<file path="config.mk">
export PLATFORM = sky130hd
export DESIGN_NAME = ps2_rx_buffer_controller
export DESIGN_NICKNAME = d
export VERILOG_FILES = /design/src/rtl/ps2_pkg.sv /design/src/rtl/ps2_line_filter.sv /design/src/rtl/ps2_rx_buffer_controller.sv
export SDC_FILE = /design/constraint.sdc
export NUM_CORES = 1
export LEC_CHECK = 0
export BUFFER_PORTS_ARGS = -buffer_cell sky130_fd_sc_hd__buf_2
export CAP_MARGIN = 20
export CORE_MARGIN = 4
export CORE_UTILIZATION = 55
export DETAILED_ROUTE_END_ITERATION = 6
export PLACE_DENSITY = 0.71
export SYNTH_ARGS = -nofsm -noshare
export SYNTH_HDL_FRONTEND = slang
export SYNTH_SLANG_ARGS = --single-unit
export TNS_END_PERCENT = 30
</file>
<file path="constraint.sdc">
create_clock -name system_clk -period 2.8 [get_ports system_clk]
set_clock_uncertainty 0.15 [all_clocks]
set_input_delay 0.14 -clock system_clk [delete_from_list [all_inputs] [get_ports system_clk]]
set_output_delay 0.14 -clock system_clk [all_outputs]
set_load 0.02 [all_outputs]
</file>
<file path="src/rtl/ps2_pkg.sv">
// Shared definitions for the PS/2 receive path: frame FSM encoding,
// frame geometry and default sizing of the receive buffer.
package ps2_pkg;
    typedef enum logic [1:0] {
        ST_IDLE,
        ST_DATA,
        ST_PARITY,
        ST_STOP
    } ps2_state_e;

    localparam int PS2_FRAME_BITS     = 11;
    localparam int PS2_DATA_BITS      = 8;
    localparam int PS2_ADDR_W         = 5;
    localparam int PS2_FILTER_LEN     = 4;
    localparam int PS2_TIMEOUT_CYCLES = 50000;
endpackage

</file>
<file path="src/rtl/ps2_line_filter.sv">
// Synchronizes the raw PS/2 lines, deglitches the clock line and emits a
// one-cycle strobe with the sampled data bit on each filtered falling edge.
module ps2_line_filter #(
    parameter int FILTER_LEN = 4
) (
    input  logic clk_i,
    input  logic rst_i,
    input  logic ps2_clk_i,
    input  logic ps2_data_i,
    output logic strobe_o,
    output logic data_sync_o
);
    localparam int CW = $clog2(FILTER_LEN + 1);

    logic [1:0]    clk_sync_q, dat_sync_q;
    logic          filt_q, filt_d;
    logic [CW-1:0] cnt_q, cnt_d;
    logic          strobe_q, data_q;

    // The filtered level flips only after FILTER_LEN consecutive disagreeing samples.
    always_comb begin
        filt_d = filt_q;
        cnt_d  = '0;
        if (clk_sync_q[1] != filt_q) begin
            if (cnt_q == CW'(FILTER_LEN - 1)) filt_d = ~filt_q;
            else                              cnt_d  = cnt_q + 1'b1;
        end
    end

    always_ff @(posedge clk_i) begin
        if (rst_i) begin
            clk_sync_q <= 2'b11;
            dat_sync_q <= 2'b11;
            filt_q     <= 1'b1;
            cnt_q      <= '0;
            strobe_q   <= 1'b0;
            data_q     <= 1'b1;
        end else begin
            clk_sync_q <= {clk_sync_q[0], ps2_clk_i};
            dat_sync_q <= {dat_sync_q[0], ps2_data_i};
            filt_q     <= filt_d;
            cnt_q      <= cnt_d;
            strobe_q   <= filt_q & ~filt_d;
            data_q     <= dat_sync_q[1];
        end
    end

    assign strobe_o    = strobe_q;
    assign data_sync_o = data_q;
endmodule

</file>
<file path="src/rtl/ps2_rx_buffer_controller.sv">
// PS/2 keyboard receiver: frame FSM with watchdog feeding a circular byte
// FIFO with sticky frame-error and overflow flags.
module ps2_rx_buffer_controller
    import ps2_pkg::*;
#(
    parameter int ADDR_W         = PS2_ADDR_W,
    parameter int FILTER_LEN     = PS2_FILTER_LEN,
    parameter int TIMEOUT_CYCLES = PS2_TIMEOUT_CYCLES
) (
    input  logic                system_clk,
    input  logic                reset,
    input  logic                PS2_clk,
    input  logic                PS2_data,
    input  logic                read,
    input  logic                clear_flags,
    output logic [7:0]          out,
    output logic                empty,
    output logic                full,
    output logic [ADDR_W:0]     count,
    output logic                frame_error,
    output logic                overflow
);
    localparam int WDW = $clog2(TIMEOUT_CYCLES + 1);
    localparam logic [ADDR_W:0] FULL_CNT = {1'b1, {ADDR_W{1'b0}}};

    logic strobe, bit_in;

    ps2_line_filter #(.FILTER_LEN(FILTER_LEN)) u_filter (
        .clk_i       (system_clk),
        .rst_i       (reset),
        .ps2_clk_i   (PS2_clk),
        .ps2_data_i  (PS2_data),
        .strobe_o    (strobe),
        .data_sync_o (bit_in)
    );

    ps2_state_e               state_q, state_d;
    logic [2:0]               bit_cnt_q, bit_cnt_d;
    logic [PS2_DATA_BITS-1:0] shift_q, shift_d;
    logic                     parity_ok_q, parity_ok_d;
    logic [WDW-1:0]           wdog_q, wdog_d;
    logic                     push, frame_fault;

    always_comb begin
        state_d     = state_q;
        bit_cnt_d   = bit_cnt_q;
        shift_d     = shift_q;
        parity_ok_d = parity_ok_q;
        wdog_d      = '0;
        push        = 1'b0;
        frame_fault = 1'b0;
        if (strobe) begin
            unique case (state_q)
                ST_IDLE: if (!bit_in) begin
                    state_d   = ST_DATA;
                    bit_cnt_d = '0;
                end
                ST_DATA: begin
                    shift_d   = {bit_in, shift_q[PS2_DATA_BITS-1:1]};
                    bit_cnt_d = bit_cnt_q + 3'd1;
                    if (bit_cnt_q == 3'd7) state_d = ST_PARITY;
                end
                ST_PARITY: begin
                    parity_ok_d = ^shift_q ^ bit_in;
                    state_d     = ST_STOP;
                end
                ST_STOP: begin
                    if (bit_in && parity_ok_q) push        = 1'b1;
                    else                       frame_fault = 1'b1;
                    state_d = ST_IDLE;
                end
                default: state_d = ST_IDLE;
            endcase
        end else if (state_q != ST_IDLE) begin
            // Watchdog only runs mid-frame; a stalled frame is abandoned.
            if (wdog_q == WDW'(TIMEOUT_CYCLES - 1)) begin
                state_d     = ST_IDLE;
                shift_d     = '0;
                frame_fault = 1'b1;
            end else begin
                wdog_d = wdog_q + 1'b1;
            end
        end
    end

    always_ff @(posedge system_clk) begin
        if (reset) begin
            state_q     <= ST_IDLE;
            bit_cnt_q   <= '0;
            shift_q     <= '0;
            parity_ok_q <= 1'b0;
            wdog_q      <= '0;
        end else begin
            state_q     <= state_d;
            bit_cnt_q   <= bit_cnt_d;
            shift_q     <= shift_d;
            parity_ok_q <= parity_ok_d;
            wdog_q      <= wdog_d;
        end
    end

    logic [7:0]        mem [2**ADDR_W];
    logic [ADDR_W-1:0] wr_ptr_q, rd_ptr_q, rd_nxt;
    logic [ADDR_W:0]   count_q, count_d;
    logic [7:0]        out_q, out_d;
    logic              do_push, do_pop, ovf_set, is_full;

    // out_q mirrors mem[rd_ptr]; the pushed byte bypasses when it becomes the head.
    always_comb begin
        is_full = (count_q == FULL_CNT);
        do_pop  = read && (count_q != '0);
        do_push = push && (!is_full || do_pop);
        ovf_set = push && is_full && !do_pop;
        rd_nxt  = rd_ptr_q + 1'b1;
        count_d = count_q;
        out_d   = out_q;
        if (do_push && !do_pop) count_d = count_q + 1'b1;
        if (do_pop && !do_push) count_d = count_q - 1'b1;
        if (do_push && count_q == '0)                out_d = shift_q;
        else if (do_pop && count_q > 1)              out_d = mem[rd_nxt];
        else if (do_pop && do_push && count_q == 1)  out_d = shift_q;
    end

    always_ff @(posedge system_clk) begin
        if (do_push) mem[wr_ptr_q] <= shift_q;
    end

    always_ff @(posedge system_clk) begin
        if (reset) begin
            wr_ptr_q    <= '0;
            rd_ptr_q    <= '0;
            count_q     <= '0;
            out_q       <= 8'h00;
            frame_error <= 1'b0;
            overflow    <= 1'b0;
        end else begin
            if (do_push) wr_ptr_q <= wr_ptr_q + 1'b1;
            if (do_pop)  rd_ptr_q <= rd_nxt;
            count_q     <= count_d;
            out_q       <= out_d;
            frame_error <= frame_fault | (frame_error & ~clear_flags);
            overflow    <= ovf_set | (overflow & ~clear_flags);
        end
    end

    assign out   = out_q;
    assign count = count_q;
    assign empty = (count_q == '0);
    assign full  = is_full;
endmodule

</file>
Word level (Yosys, flattened, before mapping)

Memories as Yosys holds them, arrays and structs flattened.
Cells that the tools add are included.

Bits in registers: 66
Bits in writable memories: 256
Input bits: 6
Output and inout port bits: 18
Logic and storage cells: 110
Memories: 1

Add/sub/neg operators: 7
Magnitude comparators: 1
Eq/ne operators: 13
Mux-type cells: 29
Bitwise gates (word level): 11
Reductions and logical operators: 31

Memory list:

| memory | words | width | read ports | clocked after Yosys merged registers in | wr ports | RTL line                        | source |
|---|---|---|---|---|---|---|---|
| mem    | 32    | 8     | 1          | 0                                       | 1        | ps2_rx_buffer_controller.sv:102 | `logic [7:0] mem [2**ADDR_W];` |

Operator list:

| operator                                                              | number |
|---|---|
| 8-bit 2-to-1 mux                                                      | 7 |
| 16-bit by 1-bit adder with 16-bit output, second input constant       | 1 |
| 16-bit equality test, second input constant                           | 1 |
| 1-bit 2-to-1 mux                                                      | 12 |
| 6-bit 2-to-1 mux                                                      | 2 |
| 1-bit logical AND                                                     | 11 |
| 5-bit by 1-bit adder with 5-bit output, second input constant         | 2 |
| 2-bit 2-to-1 mux                                                      | 5 |
| 2-bit nonzero test                                                    | 5 |
| 2-bit one-hot mux with 4 select lines                                 | 1 |
| 8-bit parity                                                          | 1 |
| 3-bit by 1-bit adder with 3-bit output, second input constant         | 2 |
| 6-bit by 1-bit adder with 6-bit output, second input constant         | 1 |
| 6-bit by 1-bit equality test with 1-bit output, second input constant | 1 |
| 6-bit equality test, second input constant                            | 1 |
| 6-bit by 1-bit > comparator with 1-bit output, second input constant  | 1 |
| 6-bit zero test                                                       | 1 |
| 3-bit != test, second input constant                                  | 2 |
| 3-bit one-hot mux with 2 select lines                                 | 1 |
| 3-bit AND reduction                                                   | 2 |
| 6-bit nonzero test                                                    | 1 |
| 6-bit by 1-bit subtractor with 6-bit output, second input constant    | 1 |
| 1-bit NOT                                                             | 5 |
| 2-bit equality test, second input constant                            | 2 |
| other kinds (17)                                                      | 23 |

Depth between registers and ports, before layout

Gate-level depths: netlist of the first run.

Depth after elaboration: 10
Depth in mapped cells: 9
Gate-level depth less buffers: 7

Hierarchy

From an unflattened synthesis of the first run, not the netlist that was laid out.

Cells, all modules: 820
Area, all modules: 13226.4 um^2

By module, submodules not included:

| module                   | times used | cells each | area each (um^2) | sequential area each (um^2) |
|---|---|---|---|---|
| ps2_rx_buffer_controller | 1          | 794        | 12899.9          | 8808.4 |
| ps2_line_filter          | 1          | 26         | 326.6            | 200.2 |

Worst setup path after synthesis of the first run

OpenSTA, ideal clock, no wires.

Kind: register to register
Start point: register count_q[1] (netlist: count[1])
End point: memory mem[0][0] (enable)
Library setup time: 370 ps
Data arrival time: 2043 ps
Required time: 2280 ps
Slack: 237 ps
Stages on the path, launching flop included: 9
Path buffers: 2
Cells stage by stage: dfxtp_1 > inv_1 > ha_1 > or4b_4 > buf_6 > o21ba_2 > buf_2 > nand2_1 > nor2_1

Word-level cells in the longest chain between the ends: 6
Elaborated cells between the ends (all ways): 8
Classes of those cells: eq/ne: 1; mux: 2; reduce/logical: 5

Ends and longest elaborated chain:

| what                                                      | RTL line                                                         | source |
|---|---|---|
| start, declared                                           | ps2_rx_buffer_controller.sv:104                                  | `logic [ADDR_W:0] count_q, count_d;` |
| start signal, assigned                                    | ps2_rx_buffer_controller.sv:139                                  | `count_q <= count_d;` |
| 6-bit equality test or 6-bit nonzero test (tied branches) | ps2_rx_buffer_controller.sv:110, ps2_rx_buffer_controller.sv:111 |  |
| 1-bit zero test or 1-bit logical AND (tied branches)      | ps2_rx_buffer_controller.sv:112, ps2_rx_buffer_controller.sv:111 |  |
| 1-bit logical OR *                                        | ps2_rx_buffer_controller.sv:112                                  | `do_push = push && (!is_full \|\| do_pop);` |
| 1-bit logical AND *                                       | ps2_rx_buffer_controller.sv:112                                  |  |
| 1-bit 2-to-1 mux *                                        | ps2_rx_buffer_controller.sv:125                                  | `if (do_push) mem[wr_ptr_q] <= shift_q;` |
| 1-bit 2-to-1 mux (implied by the code) *                  | ps2_rx_buffer_controller.sv:125                                  |  |
| end, declared                                             | ps2_rx_buffer_controller.sv:102                                  |  |

Every way passes the cells marked *; elsewhere a longest branch is shown, timed or not.

Final worst setup path of the first run

Start point: register count_q[1] (netlist: count[1])
End point: memory mem[11][2] (enable)

Same word-level chain as after synthesis.

==> flow_summary.toml, run 1 <==
[detailed_routing]
route.detailed.drc = 0
ant_nets = 0
routedWlPerCell_um = 23.4
num_vias = 7408
firstDrtPassIters = 5
dr.first_iter.drc_count = 763
viasPerCell = 6.08
routed_wirelength_mm = 28.5

[timing]
drv_slew = 0
min_period_ns = 2.67
max_freq_ghz = 0.374
fin_ws_ns = 0.125
final.setup.tns_ns = 0
hold_viol = 0
setup_viol = 0
tightest_slew_ns = 0.904
max-slew-margin-rel = 0.394
rsz0062_at_grt = "true"
period_share = 0.955

[power_and_ir_drop]
power.share.sequential = 0.419
pwr-share-comb = 0.233
power.density_nw_per_um2 = 843
swShare = 0.268
max-vdd-ir-drop_mv = 0.430
total_power_mw = 12.7
p_clk_frac = 0.349
p_switching_mw = 3.39
p_int_mw = 9.26
power_leakage_nw = 4.98

[critical_path]
cpMaxStageDelayCell = "nor2_1"
path_cells = "inv_1, ha_1, or4b_4, o21ba_2, nand2_2, nor2_1"
crit_buf_inv = 1
cp.arrival_ns = 2.66
cpLargestDelayFamily = "simple AND/OR/NAND/NOR gates"
crit_type = "flop to flop"
worstPathMaxFanout = 11
end_kind = "flop"
cp-start-kind = "flop"
required_ns = 2.79
cpPeakStageDelay_ns = 0.62

[placed_design]
place_congestion = 0.909
dp_slack_ns = 0.0921
dp.cells = 1156
dp_hpwl_mm = 17.8
io_buffers = 23

[floorplan]
initial_utilization = 0.562
die_area_um2 = 26700
ios = 24
row_count = 56
core-area_um2 = 23600
fp.dieW_um = 163
die_h_um = 163

[global_routing]
grt_start_max_net_pins = 70
antenna_found_initial = 0
grt_pass1_wl_mm = 44.9
grt.total_usage = 0.223
globalRouteOverflowTotal = 0
grt_pass1_vias = 7581

[cells_and_area]
final_cell_count_no_fill = 1218
diodes = 0
fillers = 1689
layout_commonest_cell = "edfxtp_1"
final_nets = 902
area_delta_synth_final_pct = 13.0
final_cell_mix = "edfxtp_1 (256), nor2_1 (82), dfxtp_1 (65)"
multi_input_area_um2 = 4040
ff_latch_area_um2 = 9010
layout-drive-gt1-share = 0.220

[synth]
yosysSeqAreaShare = 0.678
synth_warnings = 0
synth-seq-cells = 322
synth_top_area_cell = "edfxtp_1"
syn-instance-count = 826
syn_avg_cell_area_um2 = 16.1
synth_top_area_frac = 0.579
synth_edf_count = 256
synthFlopType = "edfxtp_1"
yosys-top-cells-area = "edfxtp_1 (58%), mux4_2 (11%), dfxtp_1 (9.9%), nor2_1 (2.4%), mux2i_1 (2.0%)"
synth_area_um2 = 13300
synth_fp_nets = 851
async_reset_ff_frac = 0
yosysUniqueCellTypes = 62

[worst_hold_path]
hold_class = "primary input to flop"

[clocking]
clkTransAtPathRegs_ns = 0.06
cts-root-buf = "clkbuf_16"
cts_tree = "yes"
cts.sinks = 322
clock_latency_ns = 0.51
clockBufferDepth = 3
cts_max_level = 2
cts_inserted_buffers = 34

[job]
drv_cap = 0

[status]
outcome = "finished clean"
worst paths after layout:
path                                      from                           endpoint  slack, ns  depth (start not counted)
max                      count[1]$_SDFFE_PP0P_               mem[11][2]$_DFFE_PP_       0.13                          6
min                                       read              count[3]$_SDFFE_PP0P_       0.06                          5
max reg2reg              count[1]$_SDFFE_PP0P_               mem[11][2]$_DFFE_PP_       0.13                          6
min reg2reg  u_filter.clk_sync_q[0]$_SDFF_PP1_  u_filter.clk_sync_q[1]$_SDFF_PP1_       0.28                          1
metrics by stage:
step                      cell area (um2)  utilization  hold slack, ns
final                               15000        0.636          0.0641
after floorplan                     13300            -          0.0938
after detailed placement            13900        0.587           0.186
after CTS                           15000        0.635          0.0491
after global routing                15000        0.636           0.119
after global placement              13900        0.587           0.176
power groups by stage:
stage	registers (mW)	clock network (mW)	logic, mW
final	5.30	4.41	2.94
after CTS	5.30	4.47	2.96
after floorplan	5.46	0	2.13
after detailed placement	5.40	0	2.93
after global routing	5.31	4.68	3.16
after global placement	5.39	0	2.88
synth_stat cells (all sizes together), types with 2 or more instances:
cell type / n
edfxtp: 256
nor2: 85
dfxtp: 66
mux4: 64
nand2: 28
mux2i: 26
buf: 25
a21oi: 21
ha: 19
clkbuf: 17
inv: 17
xor2: 17
o31ai: 16
xnor2: 16
a211oi: 11
and2: 11
nand4: 10
a22oi: 9
nand3: 9
nor2b: 9
o21ai: 9
o22ai: 9
mux2: 8
nand4b: 8
nor3: 6
or2: 5
and3: 4
nor4: 4
or3: 4
nand2b: 3
nand3b: 3
nor3b: 3
o211ai: 3
o21a: 3
and4: 2
o21bai: 2
or3b: 2
kinds of logic (layout without fill, tap and decap cells):
logic type,after synthesis,after routing,synth area share
multiplexers,98,98,0.135
AO/OA/AOI/OAI,94,94,0.0486
buffers and inverters,59,132,0.0199
XOR/XNOR,34,34,0.0235
AND/OR/NAND/NOR,200,200,0.0770
adder cells (fa/ha/maj),19,19,0.0179
flip-flops,322,322,0.678
area by class of cell:
| type | instances | share of cell area |
|---|---|---|
| Clock buffer | 40 | 0.0596 |
| Timing Repair Buffer | 57 | 0.0270 |
| Inverter | 17 | 0.00425 |
| Clock inverter | 18 | 0.0130 |
| Sequential cell | 322 | 0.600 |
| Tap cell | 319 | 0.0266 |
| Multi-Input combinational cell | 445 | 0.269 |
per-layer routing:
| metal | track usage | vias up | share of wire |
|---|---|---|---|
| li1 | - | 3307 | - |
| met1 | 0.310 | 3747 | 0.41 |
| met2 | 0.361 | 296 | 0.49 |
| met3 | 0.0416 | 58 | 0.070 |
| met4 | 0.0755 | 0 | 0.030 |
| met5 | 0 | - | 0 |
flip-flops by register name (all words and copies together) (netlist names), 2 cells and up:
signal	cells
shift_q	8
mem	256
wr_ptr_q	5
bit_cnt_q	3
rd_ptr_q	5
u_filter.dat_sync_q	2
wdog_q	16
u_filter.clk_sync_q	2
count	6
out	8
state_q	2
u_filter.cnt_q	3
worst register-to-register path, cell delays in order, from the launching register on:
cell     delay (ns)
dfxtp_1        0.44
inv_1          0.14
ha_1           0.20
or4b_4         0.20
o21ba_2        0.27
nand2_2        0.29
nor2_1         0.62
what timing repair did:
action	CTS	global route
hold endpoints to repair	16	0
hold buffers	4	0
resized for setup	0	5
setup buffers	0	0
endpoints found under the setup margin	0	49
Note: power is estimated with default switching activity, not from simulation.
==> run 2, diff against run 1 <==
- CORE_UTILIZATION: 55 -> 45
- PLACE_DENSITY: 0.71 -> default
==> run 2 against run 1 <==
Sequential cell count unchanged. Core utilization decreased by 11 points. First-iteration DRC count decreased by 0.39%. Largest cell class unchanged. Via count decreased by 0.20%. Cell count increased by 6.0%. Design area increased by 1.2%. Die area increased by 21%. Largest power group unchanged. Sequential share of layout area decreased by 0.69 points. Clock power increased by 1%. Maximum frequency decreased by 0.39%.
==> flow_summary.toml, run 2 (synthesized netlist as in run 1, its figures left out) <==
[critical_path]
cp.arrival_ns = 2.68
crit_type = "flop to flop"
rr_startpoint = "count[1]$_SDFFE_PP0P_"
r2r_cells = 7
required_ns = 2.79
cp-start-kind = "flop"
worstPathMaxFanout = 11
end_kind = "flop"
r2r_end = "mem[22][3]$_DFFE_PP_"
regToRegSetupSlack_ns = 0.11

[floorplan]
fp.dieW_um = 180
core-area_um2 = 28900
die_h_um = 180
ios = 24
die_area_um2 = 32300
initial_utilization = 0.459
row_count = 62

[timing]
tightest_slew_ns = 0.783
setup_viol = 0
drv_slew = 0
final.setup.tns_ns = 0
max_freq_ghz = 0.372
max-slew-margin-rel = 0.476
fin_ws_ns = 0.115
hold_viol = 0
rsz0062_at_grt = "true"
period_share = 0.959
min_period_ns = 2.69
finalHoldWorstSlack_ns = 0.0555

[cells_and_area]
area_delta_synth_final_pct = 14.4
final_nets = 907
diodes = 0
layout-drive-gt1-share = 0.233
finalCoreUtilization = 0.525
final_cell_mix = "edfxtp_1 (256), nor2_1 (72), dfxtp_1 (65)"
layout_commonest_cell = "edfxtp_1"
reg_top3 = "mem (256), wdog_q (16)"
final_cell_count_no_fill = 1291
largest-register = "mem"
largest_reg_flops = 256

[clocking]
clkTransAtPathRegs_ns = 0.06
clock_latency_ns = 0.51
clockBufferDepth = 3
cts-root-buf = "clkbuf_16"
post_cts_buffers = 0
cts_inserted_buffers = 35
cts.sinks = 322
cts_tree = "yes"
cts_max_level = 2

[worst_hold_path]
min_to = "rd_ptr_q[1]$_SDFFE_PP0N_"
min_path_cells = 5
min-delay-start = "read"
hold_class = "primary input to flop"

[detailed_routing]
num_vias = 7393
routed_wirelength_mm = 29.1
viasPerCell = 5.73
routedWlPerCell_um = 22.6
route.detailed.drc = 0
firstDrtPassIters = 5
dr.first_iter.drc_count = 760
ant_nets = 0

[placed_design]
dp_hpwl_mm = 18.4
dp.cells = 1225
io_buffers = 23
place_congestion = 0.876
dp_slack_ns = 0.0710

[global_routing]
antenna_found_initial = 0
globalRouteOverflowTotal = 0
grt_start_max_net_pins = 70
grt.total_usage = 0.180
grt_pass1_wl_mm = 45.1
grt_pass1_vias = 7561

[status]
outcome = "finished clean"

[power_and_ir_drop]
power.density_nw_per_um2 = 833
max-vdd-ir-drop_mv = 0.477
power_leakage_nw = 5.02

[job]
drv_cap = 0
-- run 2: cell count changes in the layout (fill, tap and decap cells not counted) --
cell,delta
clkbuf_8,+1
buf_4,+3
nor2_2,+10
bufinv_16,-2
clkbuf_1,+3
o21a_2,-1
clkbuf_16,+3
o21a_1,+1
mux2i_2,-1
inv_6,-1
buf_12,+1
mux2i_1,+1
nor2_1,-10
-- run 2: what timing repair did --
action | CTS | global route
endpoints found under the setup margin | 0 | 122
gates resized for setup | 0 | 13
endpoints found under the hold margin | 15 | 0
hold buffers | 4 | 0
-- run 2: routing by layer --
layer | vias up | wire [um] | GRT usage
met5 | - | 0 | 0
met4 | 0 | 689 | 0.0533
met3 | 53 | 1520 | 0.0287
met2 | 220 | 14500 | 0.303
met1 | 3797 | 12400 | 0.243
li1 | 3323 | - | -
-- run 2: power by group --
group / leakage, nW / switching [mW] / internal (mW)
registers: 2.91 / 0.109 / 5.19
logic: 1.56 / 1.49 / 1.41
clock network: 0.552 / 1.77 / 2.68
-- run 2: worst max path at each step --
| stage | startpoint | to | slack (ns) | cells after the start |
|---|---|---|---|---|
| final | count[1]$_SDFFE_PP0P_ | mem[22][3]$_DFFE_PP_ | 0.11 | 7 |
| after global routing | count[1]$_SDFFE_PP0P_ | mem[21][4]$_DFFE_PP_ | -0.03 | 7 |
| after CTS | count[1]$_SDFFE_PP0P_ | mem[20][3]$_DFFE_PP_ | 0.09 | 7 |
| after detailed placement | count[1]$_SDFFE_PP0P_ | mem[16][3]$_DFFE_PP_ | 0.07 | 7 |
| after global placement | count[0]$_SDFFE_PP0P_ | mem[21][5]$_DFFE_PP_ | 0.17 | 7 |
| after floorplan | count[1]$_SDFFE_PP0P_ | mem[0][0]$_DFFE_PP_ | 0.24 | 8 |
-- run 2: worst max-delay path, cell delays in order, from the launching register on --
cell and delay [ns]:
dfxtp_1 0.43, inv_1 0.14, ha_1 0.20, or4b_4 0.27, o21ba_2 0.23, nand2_1 0.11, buf_4 0.18, nor2_1 0.61
-- run 2: area by class of cell --
type | count | area (um2)
inverter | 17 | 63.8
multi-input combinational | 445 | 4060
clock inverter | 15 | 126
sequential | 322 | 9010
timing repair buffer | 61 | 448
fill | 2289 | 13700
clock buffer | 47 | 995
tap | 384 | 480
-- run 2: stage by stage --
| step | instance area (um2) | power, mW |
|---|---|---|
| after global routing | 15200 | 13.2 |
| after floorplan | 13300 | 7.59 |
| final | 15200 | 12.7 |
| after CTS | 15200 | 12.8 |
| after global placement | 14000 | 8.28 |
| after detailed placement | 14000 | 8.32 |
==> run 3, diff against run 2 <==
- CORE_UTILIZATION: 45 -> 62
- PLACE_DENSITY: default -> 0.79
==> run 3 against run 2 <==
Non-clock buffer count fell by 4. Die area fell by 26%. Clock power fell by 8.3%. Largest power group unchanged. Sequential share of layout area rose by 0.90 points. Count of clock-buffer cells in the layout did not move. Routed wire length rose by 1.3%. Design area fell by 1.5%. The run now ends with negative setup slack left. Worst setup slack got worse by 0.11 ns. Cell count fell by 9.1%. Combinational power rose by 1%. Maximum frequency fell by 4.1%. First-iteration DRC count rose by 34%.
==> flow_summary.toml, run 3 (synthesized netlist as in run 1, its figures left out) <==
[status]
outcome = "finished with violations"
violations = "negative setup slack"

[job]
drv_cap = 0

[cells_and_area]
diodes = 0
area_delta_synth_final_pct = 12.7
largest-register = "mem"
layout-drive-gt1-share = 0.245
reg_top3 = "mem (256), wdog_q (16)"
layout_commonest_cell = "edfxtp_1"
fillers = 1222
final_cell_mix = "edfxtp_1 (256), dfxtp_1 (65), mux4_2 (64)"
largest_reg_flops = 256
final_nets = 899
final_area_um2 = 15000

[clocking]
clockBufferDepth = 3
cts-root-buf = "clkbuf_16"
clock_latency_ns = 0.56
cts.sinks = 322
cts_tree = "yes"
clkTransAtPathRegs_ns = 0.07
cts_inserted_buffers = 31
cts_max_level = 1
post_cts_buffers = 0

[critical_path]
path_cells = "inv_1, ha_1, or4b_4, o21ba_2, nand2_1, nor2_2"
required_ns = 2.85
cpLargestDelayFamily = "simple AND/OR/NAND/NOR gates"
cp.arrival_ns = 2.85
critPathLaunch = "count[0]$_SDFFE_PP0P_"
cp-start-kind = "flop"
crit_type = "flop to flop"
cpPeakStageDelay_ns = 0.54
rr_startpoint = "count[0]$_SDFFE_PP0P_"
crit_buf_inv = 1
cpMaxStageDelayCell = "nor2_2"
worstPathMaxFanout = 11
end_kind = "flop"

[detailed_routing]
routed_wirelength_mm = 29.5
ant_nets = 0
top_layer_used = "met5"
num_vias = 7559
dr.first_iter.drc_count = 1019
route.detailed.drc = 0
routed-wl-met2_mm = 15.1
wl_met3_mm = 2.10
wirelength_met1_mm = 11.3
routedWlPerCell_um = 25.1
viasPerCell = 6.44
firstDrtPassIters = 5

[power_and_ir_drop]
max-vdd-ir-drop_mv = 0.565
p_int_mw = 8.97
swShare = 0.274
pwr-share-comb = 0.238
power.share.sequential = 0.431
power_leakage_nw = 4.93
p_switching_mw = 3.38
p_clk_frac = 0.331
power.density_nw_per_um2 = 825

[timing]
fin_ws_ns = -0.0000315
rsz0062_at_grt = "true"
setup_viol = 1
period_share = 1.00
finalHoldWorstSlack_ns = 0.0286
max-slew-margin-rel = 0.514
drv_slew = 0
max_freq_ghz = 0.357
tightest_slew_ns = 0.729
hold_viol = 0
min_period_ns = 2.80

[floorplan]
fp.dieW_um = 154
die_h_um = 154
row_count = 53
initial_utilization = 0.632
die_area_um2 = 23800
ios = 24
core-area_um2 = 21000

[global_routing]
grt_pass1_wl_mm = 45.8
grt.total_usage = 0.251
antenna_found_initial = 1
grt_start_max_net_pins = 70
grt_pass1_vias = 7744
globalRouteOverflowTotal = 0

[placed_design]
placed_area_um2 = 13800
dp_slack_ns = -0.0291
place_congestion = 0.857
dp_hpwl_mm = 18.5
io_buffers = 23

[worst_hold_path]
hold_class = "primary input to flop"
min-delay-start = "read"
## run 3: what timing repair did
item                                    4_1_cts  5_1_grt
hold buffers                                  5        0
endpoints found under the setup margin       52      235
resized for setup                             2       29
pin swaps                                     0        0
hold endpoints to repair                     20        0
## run 3: per-stage QoR
stage	total power [mW]	util	cells	setup TNS (ns)
3_5_place_dp	8.30	0.657	1111	-0.230
5_1_grt	12.8	0.712	1174	-7.33
2_1_floorplan	7.59	-	826	0
3_3_place_gp	8.20	0.657	1111	0
6_report	12.3	0.712	1174	-0.0000315
4_1_cts	12.4	0.708	1174	-1.32
## run 3: worst register-to-register path, stage by stage (launching register included)
cell	delay, ns
dfxtp_1	0.44
inv_1	0.14
ha_1	0.21
or4b_4	0.26
o21ba_2	0.28
nand2_1	0.42
nor2_2	0.55
## run 3: metal layers
metal | up-vias | track usage
met3 | 64 | 0.0383
met4 | 2 | 0.0854
met2 | 349 | 0.422
met1 | 3831 | 0.340
met5 | - | 0
li1 | 3313 | -
## run 3: layout make-up
class                           instances  area [um2]  area share
Clock buffer                           47         896      0.0599
Multi-Input combinational cell        445        4110       0.275
Tap cell                              275         344      0.0230
Sequential cell                       322        9010       0.602
Inverter                               17        63.8     0.00426
Timing Repair Buffer                   57         420      0.0281
Clock inverter                         11         118     0.00786
## run 3: final timing paths
check / end / slack, ns / cells after the start
worst max-delay path: mem[20][7]$_DFFE_PP_ / -0.00003 / 6
worst min register to register: u_filter.cnt_q[0]$_SDFF_PP0_ / 0.28 / 1
worst max register to register: mem[20][7]$_DFFE_PP_ / -0.00003 / 6
worst min-delay path: rd_ptr_q[1]$_SDFFE_PP0N_ / 0.03 / 4
## run 3: power groups by stage
| stage | clock (mW) | combinational (mW) | sequential (mW) |
|---|---|---|---|
| after floorplan | 0 | 2.13 | 5.46 |
| after global placement | 0 | 2.81 | 5.40 |
| after detailed placement | 0 | 2.89 | 5.41 |
| after CTS | 4.13 | 2.93 | 5.31 |
| after global routing | 4.35 | 3.13 | 5.32 |
| final | 4.09 | 2.94 | 5.32 |
